File: config.mk
export PLATFORM = sky130hd
export DESIGN_NAME = param_mealy_seq_detector
export DESIGN_NICKNAME = d
export VERILOG_FILES = /design/src/rtl/param_mealy_seq_detector_pkg.sv /design/src/rtl/param_mealy_seq_detector_sat_counter.sv /design/src/rtl/param_mealy_seq_detector.sv
export SDC_FILE = /design/constraint.sdc
export NUM_CORES = 1
export LEC_CHECK = 0
export CORE_MARGIN = 2
export CORE_UTILIZATION = 53
export CTS_CLUSTER_DIAMETER = 100
export DETAILED_ROUTE_END_ITERATION = 6
export PLACE_DENSITY = 0.9
export SLEW_MARGIN = 5
export SYNTH_ARGS = -nofsm -noshare
export SYNTH_HDL_FRONTEND = slang
export SYNTH_SLANG_ARGS = --single-unit
File: constraint.sdc
create_clock -name clk -period 2.6 [get_ports clk]
set_input_delay 0.39 -clock clk [delete_from_list [all_inputs] [get_ports clk]]
set_output_delay 0.39 -clock clk [all_outputs]
set_load 0.05 [all_outputs]
File: src/rtl/param_mealy_seq_detector_pkg.sv
// rtl/param_mealy_seq_detector_pkg.sv - shared types and default constants for the sequence detector
package param_mealy_seq_detector_pkg;

  typedef enum logic {
    FILL  = 1'b0,
    ARMED = 1'b1
  } det_state_e;

  localparam int          DEF_PAT_LEN   = 4;
  localparam logic [31:0] DEF_PAT_RESET = 32'b1011;
  localparam int          DEF_CNT_W     = 8;

endpackage

File: src/rtl/param_mealy_seq_detector_sat_counter.sv
// rtl/param_mealy_seq_detector_sat_counter.sv - saturating up-counter, clear has priority over increment
module sat_counter #(
  parameter int W = 8
) (
  input  logic         clk,
  input  logic         reset,
  input  logic         inc,
  input  logic         clr,
  output logic [W-1:0] q
);

  logic [W-1:0] q_q;
  logic [W-1:0] q_d;

  always_comb begin
    q_d = q_q;
    if (clr) begin
      q_d = '0;
    end else if (inc && (q_q != {W{1'b1}})) begin
      q_d = q_q + W'(1);
    end
  end

  always_ff @(posedge clk or negedge reset) begin
    if (!reset) begin
      q_q <= '0;
    end else begin
      q_q <= q_d;
    end
  end

  assign q = q_q;

endmodule

File: src/rtl/param_mealy_seq_detector.sv
// rtl/param_mealy_seq_detector.sv - Mealy detector for a loadable PAT_LEN-bit pattern on a serial stream
module param_mealy_seq_detector
  import param_mealy_seq_detector_pkg::*;
#(
  parameter int                 PAT_LEN   = DEF_PAT_LEN,
  parameter logic [PAT_LEN-1:0] PAT_RESET = DEF_PAT_RESET[PAT_LEN-1:0],
  parameter int                 CNT_W     = DEF_CNT_W
) (
  input  logic               clk,
  input  logic               reset,
  input  logic               en,
  input  logic               x,
  input  logic               overlap,
  input  logic               pat_load,
  input  logic [PAT_LEN-1:0] pat_in,
  input  logic               count_clr,
  output logic               z,
  output logic               z_reg,
  output logic               armed,
  output logic [CNT_W-1:0]   match_count
);

  localparam int             FW       = $clog2(PAT_LEN);
  localparam logic [FW-1:0]  FILL_MAX = FW'(PAT_LEN - 1);

  det_state_e         state_q, state_d;
  logic [FW-1:0]      fill_q, fill_d;
  logic [PAT_LEN-2:0] hist_q, hist_d;
  logic [PAT_LEN-1:0] pat_q, pat_d;
  logic [PAT_LEN-2:0] hist_shift;
  logic               z_reg_q;

  // A 1-bit history has no older bits to keep, so the shift degenerates to a load.
  if (PAT_LEN == 2) begin : g_hist_2
    assign hist_shift = x;
  end else begin : g_hist_n
    assign hist_shift = {hist_q[PAT_LEN-3:0], x};
  end

  assign armed = (state_q == ARMED);
  assign z     = en & armed & ~pat_load & (hist_q == pat_q[PAT_LEN-1:1]) & (x == pat_q[0]);

  always_comb begin
    state_d = state_q;
    fill_d  = fill_q;
    hist_d  = hist_q;
    pat_d   = pat_q;
    if (pat_load) begin
      pat_d   = pat_in;
      hist_d  = '0;
      fill_d  = '0;
      state_d = FILL;
    end else if (en) begin
      hist_d = hist_shift;
      case (state_q)
        FILL: begin
          fill_d = fill_q + FW'(1);
          if (fill_d == FILL_MAX) begin
            state_d = ARMED;
          end
        end
        ARMED: begin
          // Non-overlapping mode consumes the matched bits and starts refilling.
          if (z && !overlap) begin
            fill_d  = '0;
            state_d = FILL;
          end
        end
        default: state_d = FILL;
      endcase
    end
  end

  always_ff @(posedge clk or negedge reset) begin
    if (!reset) begin
      state_q <= FILL;
      fill_q  <= '0;
      hist_q  <= '0;
      pat_q   <= PAT_RESET;
      z_reg_q <= 1'b0;
    end else begin
      state_q <= state_d;
      fill_q  <= fill_d;
      hist_q  <= hist_d;
      pat_q   <= pat_d;
      z_reg_q <= z;
    end
  end

  assign z_reg = z_reg_q;

  sat_counter #(
    .W(CNT_W)
  ) u_match_cnt (
    .clk  (clk),
    .reset(reset),
    .inc  (z),
    .clr  (count_clr),
    .q    (match_count)
  );

endmodule

# After elaboration in Yosys (flattened, before gate mapping)
# Cells that the tools add are included.
# W data, S select, Z words.
[totals]
reg_bits = 19
out_inout_bits = 11
word_cells = 38
[op_classes]
addsub = 2
n_eq_ne = 5
mux = 13
n_bitwise = 6
reduce_logical = 6
[op_table]
columns = ["operator", "n"]
rows = [
  ["$mux W8", 2],
  ["$add A8 B1 Y8 const B", 1],
  ["$ne A8 B8 Y1 const B", 1],
  ["$mux W2", 3],
  ["$mux W3", 2],
  ["$and A1 B1 Y1", 4],
  ["$mux W1", 4],
  ["$pmux W2 S2", 1],
  ["$reduce_bool A2 Y1", 2],
  ["$eq A3 B3 Y1", 1],
  ["$ne A3 B2 Y1 const B", 1],
  ["$add A2 B1 Y2 const B", 1],
  ["$eq A2 B2 Y1 const B", 1],
  ["$logic_and A1 B1 Y1", 2],
  ["$not A1 Y1", 2],
  ["$pmux W1 S2", 1],
  ["$reduce_and A2 Y1", 1],
  ["$eq A1 B1 Y1", 1],
  ["$logic_not A1 Y1", 1],
]

# Logic depth before layout (Yosys ltp)
[logic_depth]
ltp_word = 9
mapped_depth = 5

# Hierarchy
# Synthesis repeated with hierarchy kept, for this count alone.
[unflattened]
cells_unflattened = 96
hier_area_um2 = 991.0
[modules_own_cells]
columns = ["mod", "n_inst", "cells_each", "area_per_inst_um2"]
rows = [
  ["param_mealy_seq_detector", 1, 47, 526.8],
  ["sat_counter", 1, 49, 464.2],
]

# Worst setup path before layout
# OpenSTA, ideal clock, no wires.
[synth_path]
path_type = "reg-to-output"
start = "reg state_q (netlist: armed)"
end = "out z"
arrival_time_ns = 1.847
t_required_ns = 2.210
path_slack_ns = 0.363
stages_incl_launch_ff = 5
n_path_buf = 1
path_cell_list = "dfrtp_1 and2b_1 nand3_2 buf_2 nor2_1"
[synth_between]
elab_chain_cells = 4
[synth_lines]
columns = ["element", "line", "source"]
rows = [
  ["start: declaration", "param_mealy_seq_detector.sv:26", "det_state_e state_q, state_d;"],
  ["start signal: assignment", "param_mealy_seq_detector.sv:82", "state_q <= state_d;"],
  ["$and A1 B1 Y1 (4 in series)", "param_mealy_seq_detector.sv:41", "assign z = en & armed & ~pat_load & (hist_q == pat_q[PAT_LEN-1:1]) & (x == pat_q[0]);"],
  ["end: declaration", "param_mealy_seq_detector.sv:17", "output logic z,"],
]
# No other way between the ends.

# Worst setup path in the final report
[layout_path]
start = "in pat_load"
end = "out z"
[layout_between]
elab_chain_cells = 4
[layout_lines]
columns = ["element", "line", "source"]
rows = [
  ["start: declaration", "param_mealy_seq_detector.sv:14", "input logic pat_load,"],
  ["$not A1 Y1", "param_mealy_seq_detector.sv:41", ""],
  ["$and A1 B1 Y1 (3 in series)", "param_mealy_seq_detector.sv:41", ""],
]
# No other way between the ends.

==> summary.md <==
| Metric | Value |
|---|---|
| Post-synth top flop | dfrtp_1 |
| Vias in the first global route | approximately 700 |
| Slew Viols, Final | 0 |
| Clock buffer depth | 2 |
| Maximum vdd ir drop | between 0.3 and 0.4 mV |
| Internal power | just over 0.4 mW |
| H-tree Lvls | 1 |
| CTS tree | yes |
| DP Cell Count | 143 |
| FF+latch count, synth | 19 |
| Status | finished, final reports clean |
| Starting Density | 57.7% |
| Global-route wire length before repair | ~3000 um |
| Post-DP Area | 1280 um^2 |
| Setup TNS | 0 ps |
| WL final | 1940 um |
| MaxCap Viol Count | 0 |
| Post-Syn Instances | 99 |
| Worst-path cell chain | clkdlybuf4s50_1 -> and2b_1 -> nand3_2 -> nor2_1 -> buf_12 |
| Crit share post-route | between 80% and 90% |
| RSZ-0062 raised after global routing | no |
| GRT Util Overall | between 10% and 20% |
| Final worst setup slack | around 470 ps |
| Part of the power in registers | between 50% and 60% |
| Crit path largest cell delay | ~410 ps |
| Crit path arrival time | 1740 ps |
| Power, Total | 0.542 mW |
| Diodes inserted | 0 |
| CTS Root Cell | clkbuf_4 |
| Final std cells w/o fill | 147 |
| Die W | 48.1 um |
| CTS Buf Count | 3 |
| Seq/Total Area, Yosys | 46.6% |
| Final core utilization | 73.3% |
| Post-CTS setup buffer count | 0 |
| Setup violators final | 0 |
| Multi-input gate area | around 500 um^2 |
| DRC | 0 |
| Worst-path maximum fanout | 14 |
| Synth Net Count | 112 |
| Worst hold-check path type | reg -> reg |
| Later-pin clock latency in the skew report | 290 ps |
| Clock transition at path regs | about 110 ps |
| FP Rows | 15 |
| LEAKAGE | slightly above 0.5 nW |
| Worst Setup End Kind | output pin |
| Synth Area per Inst | roughly 10 um^2 |
| Die span in y | slightly below 50 um |
| Die Footprint | between 2000 and 2500 um^2 |
| Number of flip-flops in the largest register | 8 |
| Share of layout cells above drive strength 1 | 16.4% |
| Fin Hold WS | 551 ps |
| Post-synth ARST share | 100% |
| Yosys cell types | 33 |
| Register area | 479 um^2 |
| Pin count of the biggest net entering global routing | 20 |
| Core area | 1780 um^2 |
| Final HPWL DP | 1450 um |
| Relative slew slack | between 40% and 50% |
| Hold buffers post-CTS | 0 |
| Starting DRT DRC Count | 9 |
| GPL Wtd Cong | 0.837 |
| Post-synth EDFFs | 0 |
| I/O pins | 22 |
| PwrDens | 415 nW/um^2 |
| Initial antenna violation count | 0 |
| Tmin final | 2130 ps |
| CP delay by family, top | simple AND/OR/NAND/NOR gates |
| Routed vias | 842 |
| Clock sinks | 19 |
| Routed WL per cell | 13.2 um |
| Port Buf Inserts | 21 |
| Layout fillers | 134 |
| Setup Skew | between 3 and 4 ps |
| DP Worst Slack | 369 ps |
| # resized after CTS | 0 |
| Worst Path Required | between 2000 and 2500 ps |
| Switching share of power | 24.8% |
| Hold Fails Final Rpt | 0 |
| Net switching power figure | 0.134 mW |
| Drt via density | 5.73 |
| Worst slew pin tran | 830 ps |
| Yosys warnings | 0 |
| Routed Antenna Nets | 0 |
| Fin nets | 136 |
| Worst path slowest cell | clkdlybuf4s50_1 |
| Pre-antenna DRT Iters | 5 |
| Crit start category | input pin |
| Post-Syn Area | a little over 1000 um^2 |
| Clock share of power | 27.3% |
| Overflow after GRT | 0 |
| Fmax | approximately 470 MHz |
| Combinational Power Share | 13.8% |
| Crit Path Class | in -> out |
| Buf/Inv on CP | 2 |
| P&R area growth vs syn | 27.0% |
| Design area | 1310 um^2 |
power groups by stage:
stage / Combinational [mW] / Clock, mW / Sequential, mW
6_report: 0.0750 / 0.148 / 0.319
3_5_place_dp: 0.0755 / 0 / 0.325
4_1_cts: 0.0758 / 0.154 / 0.319
3_3_place_gp: 0.0728 / 0 / 0.324
5_1_grt: 0.0828 / 0.170 / 0.321
2_1_floorplan: 0.0413 / 0 / 0.325
synthesized netlist by cell type, drive strengths merged, types with 3 or more instances:
cell type	count	area (um^2)
a21oi	6	30.0
buf	3	15.0
dfrtp	16	400
dfstp	3	78.8
inv	7	26.3
mux2	7	78.8
mux2i	4	40.0
nand2	4	15.0
nand3	3	20.0
nor2	10	37.5
nor2b	3	18.8
nor3	4	20.0
or4	3	26.3
xnor2	4	35.0
layout make-up:
class                      count  area share (%)
clock buffer                   4            2.01
tap                           25            2.39
sequential                    19            36.7
multi-input combinational     68            38.3
inverter                       7            2.01
timing repair buffer          24            18.6
routing by layer:
metal / share of wire, % / up-vias / global-route usage (%)
met1: 44 / 403 / 23.1
met5: 0 / - / 0
li1: - / 406 / -
met3: 4.7 / 4 / 4.53
met2: 49 / 29 / 32.3
met4: 1.6 / 0 / 11.4
final timing paths:
check                                      start  slack (ps)  cells after the start                           end
max                                     pat_load         470                      5                             z
max reg2reg                 pat_q[3]$_DFFE_PN1P_         720                      4  u_match_cnt.q[0]$_DFFE_PN0P_
min in group asynchronous                  reset         560                      1  u_match_cnt.q[7]$_DFFE_PN0P_
max in group asynchronous                  reset        1530                      1  u_match_cnt.q[3]$_DFFE_PN0P_
min reg2reg                hist_q[2]$_DFFE_PN0P_         550                      2         hist_q[2]$_DFFE_PN0P_
min                        hist_q[2]$_DFFE_PN0P_         550                      2         hist_q[2]$_DFFE_PN0P_
cell usage in the layout, fill, tap and decap left out, types with 4 or more instances in the layout:
cell type         n
clkdlybuf4s50_1  20
dfrtp_1          16
nor2_1           10
inv_1             7
a21oi_1           6
mux2_2            5
xnor2_1           4
nand2_1           4
mux2i_1           4
nor3_1            4
kinds of logic after synthesis:
group / Yosys count / share of synthesized area, %
compound gates: 17 / 11.9
xor+xnor: 4 / 3.41
fa+ha+maj: 2 / 2.43
buf+inv: 12 / 4.74
flops: 19 / 46.6
mux: 11 / 11.6
simple gates: 34 / 19.3
tightest hold or removal path, cell delays in order (launching register included):
cell	delay, ps
dfrtp_1	370
mux2i_1	70
nor2_1	80
(Power assumes the default switching activity.)
